--- src/rtl/keypad_scan_queue_if.sv ---
// Keypad scanner bus: matrix drive/sense plus the ready/valid key queue head.
interface keypad_scan_queue_if #(
  parameter int NROWS = 4,
  parameter int NCOLS = 4,
  parameter int KW    = $clog2(NROWS*NCOLS)
);
  logic [NROWS-1:0] sync;
  logic [NCOLS-1:0] cols;
  logic             key_valid;
  logic [KW-1:0]    key_idx;
  logic             key_ready;
  logic             fifo_full;
  logic             overflow;

  modport master (
    input  sync, key_ready,
    output cols, key_valid, key_idx, fifo_full, overflow
  );

  modport slave (
    output sync, key_ready,
    input  cols, key_valid, key_idx, fifo_full, overflow
  );
endinterface

--- src/rtl/keypad_scan_queue.sv ---
// Keypad matrix scanner with press/release debounce and a key FIFO.
// Optional auto-repeat while a key is held: define TYPEMATIC_EN.
module keypad_scan_queue #(
  parameter int NROWS         = 4,
  parameter int NCOLS         = 4,
  parameter int SCAN_DIV      = 4,
  parameter int DEBOUNCE      = 50000,
  parameter int FIFO_DEPTH    = 4,
  parameter int REPEAT_DELAY  = 500000,
  parameter int REPEAT_PERIOD = 100000
) (
  input  logic               int_osc,
  input  logic               reset,
  keypad_scan_queue_if.master bus
);
  localparam int KW  = $clog2(NROWS*NCOLS);
  localparam int RW  = $clog2(NROWS);
  localparam int CW  = $clog2(NCOLS);
  localparam int DVW = $clog2(SCAN_DIV+1);
  localparam int DBW = $clog2(DEBOUNCE+1);
  localparam int PW  = $clog2(FIFO_DEPTH);

  typedef enum logic [2:0] {SCAN, PDB, CONFIRM, HELD, RDB} state_t;

  state_t        r_state, w_state_n;
  logic [CW-1:0]  r_col,   w_col_n;
  logic [DVW-1:0] r_div,   w_div_n;
  logic [DBW-1:0] r_dcnt,  w_dcnt_n;
  logic [RW-1:0]  r_row,   w_row_n;
  logic           r_push,  w_push_n;

  logic           w_any_low;
  logic [RW-1:0]  w_low_row;
  logic           w_row_up;
  logic [CW-1:0]  w_col_inc;
  logic [KW-1:0]  w_key;

`ifdef TYPEMATIC_EN
  localparam int RPMAX = (REPEAT_DELAY > REPEAT_PERIOD) ? REPEAT_DELAY : REPEAT_PERIOD;
  localparam int RPW   = $clog2(RPMAX+1);
  logic [RPW-1:0] r_rep, w_rep_n;
  logic           r_first, w_first_n;
  logic [RPW-1:0] w_rep_lim;
  assign w_rep_lim = r_first ? RPW'(REPEAT_DELAY-1) : RPW'(REPEAT_PERIOD-1);
`else
  // Repeat timing only matters when auto-repeat is built in.
  logic w_unused_rep_cfg;
  assign w_unused_rep_cfg = (REPEAT_DELAY > 0) ^ (REPEAT_PERIOD > 0);
`endif

  // Lowest-index active row wins when several rows are low.
  always_comb begin
    w_any_low = 1'b0;
    w_low_row = '0;
    for (int i = NROWS-1; i >= 0; i--) begin
      if (!bus.sync[i]) begin
        w_any_low = 1'b1;
        w_low_row = RW'(i);
      end
    end
  end

  assign w_row_up  = bus.sync[r_row];
  assign w_col_inc = (r_col == CW'(NCOLS-1)) ? '0 : r_col + 1'b1;
  assign w_key     = KW'(KW'(r_row) * KW'(NCOLS) + KW'(r_col));

  // Next-state and scan/debounce counter logic.
  always_comb begin
    w_state_n = r_state;
    w_col_n   = r_col;
    w_div_n   = r_div;
    w_dcnt_n  = r_dcnt;
    w_row_n   = r_row;
    w_push_n  = 1'b0;
`ifdef TYPEMATIC_EN
    w_rep_n   = '0;
    w_first_n = 1'b1;
`endif
    case (r_state)
      SCAN: begin
        if (w_any_low) begin
          w_state_n = PDB;
          w_row_n   = w_low_row;
          w_div_n   = '0;
          w_dcnt_n  = '0;
        end else if (r_div == DVW'(SCAN_DIV-1)) begin
          w_div_n = '0;
          w_col_n = w_col_inc;
        end else begin
          w_div_n = r_div + 1'b1;
        end
      end
      PDB: begin
        if (r_dcnt == DBW'(DEBOUNCE-1)) begin
          w_state_n = CONFIRM;
          w_dcnt_n  = '0;
        end else begin
          w_dcnt_n = r_dcnt + 1'b1;
        end
      end
      CONFIRM: begin
        if (!w_row_up) begin
          w_state_n = HELD;
          w_push_n  = 1'b1;
        end else begin
          w_state_n = SCAN;
          w_div_n   = '0;
        end
      end
      HELD: begin
        if (w_row_up) begin
          w_state_n = RDB;
          w_dcnt_n  = '0;
        end
`ifdef TYPEMATIC_EN
        else if (r_rep == w_rep_lim) begin
          w_push_n  = 1'b1;
          w_rep_n   = '0;
          w_first_n = 1'b0;
        end else begin
          w_rep_n   = r_rep + 1'b1;
          w_first_n = r_first;
        end
`endif
      end
      RDB: begin
        if (!w_row_up) begin
          w_state_n = HELD;
          w_dcnt_n  = '0;
        end else if (r_dcnt == DBW'(DEBOUNCE-1)) begin
          w_state_n = SCAN;
          w_col_n   = w_col_inc;
          w_div_n   = '0;
          w_dcnt_n  = '0;
        end else begin
          w_dcnt_n = r_dcnt + 1'b1;
        end
      end
      default: w_state_n = SCAN;
    endcase
  end

  // Scanner state registers; the push request is staged one clock before the queue.
  always_ff @(posedge int_osc or negedge reset) begin
    if (!reset) begin
      r_state <= SCAN;
      r_col   <= '0;
      r_div   <= '0;
      r_dcnt  <= '0;
      r_row   <= '0;
      r_push  <= 1'b0;
`ifdef TYPEMATIC_EN
      r_rep   <= '0;
      r_first <= 1'b1;
`endif
    end else begin
      r_state <= w_state_n;
      r_col   <= w_col_n;
      r_div   <= w_div_n;
      r_dcnt  <= w_dcnt_n;
      r_row   <= w_row_n;
      r_push  <= w_push_n;
`ifdef TYPEMATIC_EN
      r_rep   <= w_rep_n;
      r_first <= w_first_n;
`endif
    end
  end

  // Key queue: circular buffer plus occupancy count.
  logic [FIFO_DEPTH-1:0][KW-1:0] r_mem;
  logic [PW-1:0] r_wr, r_rd;
  logic [PW:0]   r_cnt;
  logic          r_ovf;
  logic          w_full, w_valid, w_pop, w_wr;

  assign w_full  = (r_cnt == (PW+1)'(FIFO_DEPTH));
  assign w_valid = (r_cnt != '0);
  assign w_pop   = w_valid && bus.key_ready;
  assign w_wr    = r_push && (!w_full || w_pop);

  // Queue storage, pointers, count and drop pulse.
  always_ff @(posedge int_osc or negedge reset) begin
    if (!reset) begin
      r_mem <= '0;
      r_wr  <= '0;
      r_rd  <= '0;
      r_cnt <= '0;
      r_ovf <= 1'b0;
    end else begin
      if (w_wr) begin
        r_mem[r_wr] <= w_key;
        r_wr        <= r_wr + 1'b1;
      end
      if (w_pop) r_rd <= r_rd + 1'b1;
      case ({w_wr, w_pop})
        2'b10:   r_cnt <= r_cnt + 1'b1;
        2'b01:   r_cnt <= r_cnt - 1'b1;
        default: r_cnt <= r_cnt;
      endcase
      r_ovf <= r_push && w_full && !w_pop;
    end
  end

  assign bus.cols      = ~(NCOLS'(1) << r_col);
  assign bus.key_valid = w_valid;
  assign bus.key_idx   = r_mem[r_rd];
  assign bus.fifo_full = w_full;
  assign bus.overflow  = r_ovf;
endmodule

--- src/flat_wrapper.sv ---
// flat-port wrapper written by rule: the top's interface ports become plain ports
module keypad_scan_queue_flat 
#(
  parameter int NROWS         = 4,
  parameter int NCOLS         = 4,
  parameter int SCAN_DIV      = 4,
  parameter int DEBOUNCE      = 50000,
  parameter int FIFO_DEPTH    = 4,
  parameter int REPEAT_DELAY  = 500000,
  parameter int REPEAT_PERIOD = 100000
)
  (int_osc, reset, bus_sync, bus_key_ready, bus_cols, bus_key_valid, bus_key_idx, bus_fifo_full, bus_overflow);
  keypad_scan_queue_if #(.NROWS(NROWS), .NCOLS(NCOLS)) bus_i ();
  input  logic int_osc;
  input  logic reset;
  input wire logic [$bits(bus_i.sync)-1:0] bus_sync;
  input wire logic [$bits(bus_i.key_ready)-1:0] bus_key_ready;
  output wire logic [$bits(bus_i.cols)-1:0] bus_cols;
  output wire logic [$bits(bus_i.key_valid)-1:0] bus_key_valid;
  output wire logic [$bits(bus_i.key_idx)-1:0] bus_key_idx;
  output wire logic [$bits(bus_i.fifo_full)-1:0] bus_fifo_full;
  output wire logic [$bits(bus_i.overflow)-1:0] bus_overflow;
  assign bus_i.sync = bus_sync;
  assign bus_i.key_ready = bus_key_ready;
  assign bus_cols = bus_i.cols;
  assign bus_key_valid = bus_i.key_valid;
  assign bus_key_idx = bus_i.key_idx;
  assign bus_fifo_full = bus_i.fifo_full;
  assign bus_overflow = bus_i.overflow;
  keypad_scan_queue #(.NROWS(NROWS), .NCOLS(NCOLS), .SCAN_DIV(SCAN_DIV), .DEBOUNCE(DEBOUNCE), .FIFO_DEPTH(FIFO_DEPTH), .REPEAT_DELAY(REPEAT_DELAY), .REPEAT_PERIOD(REPEAT_PERIOD)) u_core (.int_osc(int_osc), .reset(reset), .bus(bus_i));
endmodule
--- config.mk ---
export PLATFORM = sky130hd
export DESIGN_NAME = keypad_scan_queue_flat
export DESIGN_NICKNAME = d
export VERILOG_FILES = /design/src/rtl/keypad_scan_queue_if.sv /design/src/rtl/keypad_scan_queue.sv /design/src/flat_wrapper.sv
export SDC_FILE = /design/constraint.sdc
export NUM_CORES = 1
export LEC_CHECK = 0
export BUFFER_PORTS_ARGS = -buffer_cell sky130_fd_sc_hd__buf_2
export CORE_MARGIN = 3
export CORE_UTILIZATION = 67
export CTS_BUF_LIST = sky130_fd_sc_hd__clkbuf_4 sky130_fd_sc_hd__clkbuf_8
export DETAILED_ROUTE_END_ITERATION = 8
export PLACE_DENSITY = 0.89
export SLEW_MARGIN = 10
export SYNTH_ARGS = -nofsm -noshare
export SYNTH_HDL_FRONTEND = slang
export SYNTH_SLANG_ARGS = --single-unit
--- constraint.sdc ---
create_clock -name int_osc -period 3.6 [get_ports int_osc]
set_input_delay 0.72 -clock int_osc [delete_from_list [all_inputs] [get_ports int_osc]]
set_output_delay 0.72 -clock int_osc [all_outputs]
set_load 0.02 [all_outputs]
==> impl_metrics.py <==
metrics = {
    "status": {
        "status": "finished, final reports clean",
    },
    "setup_path": {
        "crit_type": "register to register",
        "r2r_start": "u_core.r_dcnt[0]$_DFFE_PN0P_",
        "reg2reg_depth": 6,
        "r2r_slack_ns": 1.0,
        "max_stage_delay_ns": 0.89,
        "path_cells": "ha_1 -> and4b_1 -> and4_1 -> nor3_2 -> o21ai_0 -> a31oi_1",
        "crit_arrival_ns": 2.83,
        "slowest_stage": "nor3_2",
        "cp_max_fo": 21,
        "r2r_end": "u_core.r_dcnt[8]$_DFFE_PN0P_",
        "cp-start-kind": "register",
        "cp-end-kind": "register",
        "required_ns": 3.82,
    },
    "clock_network": {
        "ctsHoldBuffers": 0,
        "cts_buffers": 5,
        "htreeDepth": 2,
        "ctsResizeCount": 0,
        "clk_path_buf_depth": 2,
        "root_buffer": "clkbuf_8",
        "cts_tree": "done",
        "cts.sinks": 51,
        "insertion_delay_ns": 0.31,
        "clk_pin_slew_ns": 0.08,
        "post_cts_buffers": 0,
    },
    "timing": {
        "rsz0062_at_grt": "no",
        "tns_ns": 0,
        "fin_crit_ns": 2.604,
        "tightest_slew_ns": 1.142,
        "finalSetupViolCount": 0,
        "relSlewSlack_pct": 23.46,
        "hold_viol_final": 0,
        "period_share_pct": 72.34,
        "timing.fmax_mhz": 384.0,
        "setup_ws_ns": 0.9959,
        "report.final.slew_viol_count": 0,
        "clock_skew_ns": 0.01071,
    },
    "power": {
        "power.density_mw_per_mm2": 498.9,
        "vdd_drop_max_uv": 402.0,
        "leakage_nw": 1.371,
    },
    "route": {
        "dr.pass1.iters": 5,
        "vias": 1994,
        "wl_per_cell_um": 16.15,
        "route.detailed.drc": 0,
        "ant_nets": 0,
        "drt_iter0_markers": 168,
        "viasPerCell": 6.193,
        "wl_um": 5199,
    },
    "synthesis": {
        "syn_area_mm2": 0.002725,
        "ys_async_sr_fraction_pct": 100.0,
        "synth_edf_count": 0,
        "yosysUniqueCellTypes": 47,
        "synthFlopType": "dfrtp_1",
        "synth_nets": 278,
        "yosysWarnings": 0,
        "avgSynthCellArea_um2": 10.52,
        "synthCells": 259,
        "synth-seq-cells": 51,
        "seq_area_frac_synth_pct": 46.83,
    },
    "die": {
        "rows": 22,
        "coreArea_mm2": 0.003799,
        "die_h_um": 69.78,
        "dieArea_mm2": 0.004869,
        "initial_core_util_pct": 71.74,
        "pin_count": 18,
        "die_x_um": 69.78,
    },
    "global_routing": {
        "overflow": 0,
        "grt_pass1_wl_um": 8894,
        "antenna_found_initial": 0,
        "grtUsageTotal_pct": 23.27,
        "grt_pass1_vias": 1989,
        "grt_max_degree": 42,
    },
    "place": {
        "port_buffers": 17,
        "post-place-ws_ns": 0.9666,
        "gp_congestion": 0.8174,
        "placed_area_mm2": 0.002833,
        "dp_hpwl_um": 3650,
    },
    "min_path": {
        "holdCritStartpoint": "u_core.r_cnt[2]$_DFFE_PN0P_",
        "hold_path.class": "register to register",
        "whs_path_depth": 1,
        "hold_path_end": "u_core.r_cnt[2]$_DFFE_PN0P_",
    },
    "job": {
        "cap_violations": 0,
    },
    "final_layout": {
        "final_core_util_pct": 77.37,
        "layout_commonest_cell": "dfrtp_1",
        "syn_to_final_growth_pct": 7.851,
        "nets": 293,
        "final_cell_mix": "dfrtp_1 (51), nand2_1 (27), inv_1 (18), mux2_2 (18), buf_2 (17)",
        "layout-drive-gt1-share_pct": 19.71,
        "fin_area_mm2": 0.002939,
        "n_antenna_cell": 0,
    },
}
-- synth_stat cells, types with 2 or more instances --
cell	count	share of area (%)
or2_2	2	0.46
nor2_1	9	1.2
dfrtp_1	51	47
a32o_1	2	0.73
nand2b_1	4	0.92
a21oi_1	10	1.8
a41oi_1	2	0.64
and4b_1	2	0.73
xor2_1	3	0.96
and3_1	3	0.69
nand3_1	12	2.2
nand4_1	3	0.69
mux2i_1	2	0.73
mux2_2	18	7.4
and2_1	3	0.69
nor2b_1	4	0.92
ha_1	11	5.1
buf_4	2	0.55
inv_1	18	2.5
o211ai_1	2	0.55
clkbuf_1	7	0.96
nor3_1	6	1.1
or3_1	2	0.46
o311ai_0	2	0.64
o21ai_0	14	2.6
a31oi_1	11	2.5
mux4_2	5	4.1
nand2_1	27	3.7
xnor2_1	4	1.3
-- worst max-delay path: cells and delay by family, from the launching register on --
family | cells | cell delay (ns)
flip-flops | 1 | 0.43
AND/OR/NAND/NOR | 3 | 1.40
AO/OA/AOI/OAI | 2 | 0.44
adder cells (fa/ha/maj) | 1 | 0.26
-- state kept, by name (all words and copies together), names as in the netlist --
register / cells
u_core.r_col: 2
u_core.r_wr: 2
u_core.r_push: 1
u_core.r_cnt: 3
u_core.r_div: 3
u_core.r_rd: 2
u_core.r_state: 3
u_core.r_mem: 16
u_core.r_dcnt: 16
u_core.bus.overflow: 1
u_core.r_row: 2
-- per-stage QoR --
| stage | total power, mW | hold WS (ns) | cells |
|---|---|---|---|
| floorplan | 0.9919 | 0.4244 | 259 |
| global placement | 1.064 | 0.4615 | 315 |
| detailed placement | 1.077 | 0.4739 | 315 |
| CTS | 1.472 | 0.4901 | 322 |
| global route | 1.565 | 0.5161 | 322 |
| finish | 1.466 | 0.4854 | 322 |
-- per-layer routing --
metal / global-route usage (%) / share of wire [%] / up-vias
met5: 0 / 0 / -
met4: 8.511 / 1.6 / 0
met3: 5.362 / 4.0 / 10
met2: 38.72 / 49 / 42
met1: 29.72 / 45 / 983
li1: - / - / 959
-- layout make-up --
type | count | area [um2]
clock buffers | 6 | 76.32
clock inverters | 1 | 30.03
fillers | 248 | 859.6
inverters | 18 | 67.56
multi-input cells | 180 | 1336
flip-flops and latches | 51 | 1276
well taps | 48 | 60.06
repair buffers | 18 | 92.59
-- power by group --
group	leakage (nW)	internal [mW]	total (mW)	switching, mW
clock network	0.0547	0.211	0.394	0.182
logic	0.649	0.147	0.297	0.150
registers	0.668	0.659	0.775	0.116
total	1.37	1.02	1.47	0.448
-- cell families (layout without fill, tap and decap cells) --
group	Yosys count	in the layout	synth area share (%)
multiplexers	25	25	12.30
adder cells (fa/ha/maj)	12	12	5.785
AO/OA/AOI/OAI	51	51	12.35
AND/OR/NAND/NOR	85	85	16.35
buffers and inverters	28	43	4.132
XOR/XNOR	7	7	2.250
flip-flops	51	51	46.83
-- worst max-delay path by stage --
| stage | startpoint | to | slack, ns |
|---|---|---|---|
| 2_1_floorplan | u_core.r_cnt[1]$_DFFE_PN0P_ | u_core.r_cnt[2]$_DFFE_PN0P_ | 1.02 |
| 3_3_place_gp | bus_sync[1] | u_core.r_dcnt[8]$_DFFE_PN0P_ | 1.01 |
| 3_5_place_dp | bus_sync[1] | u_core.r_dcnt[7]$_DFFE_PN0P_ | 0.97 |
| 4_1_cts | u_core.r_dcnt[0]$_DFFE_PN0P_ | u_core.r_dcnt[8]$_DFFE_PN0P_ | 1.08 |
| 5_1_grt | u_core.r_dcnt[0]$_DFFE_PN0P_ | u_core.r_dcnt[7]$_DFFE_PN0P_ | 0.83 |
| 6_report | u_core.r_dcnt[0]$_DFFE_PN0P_ | u_core.r_dcnt[8]$_DFFE_PN0P_ | 1.0 |
(Power assumes the default switching activity.)
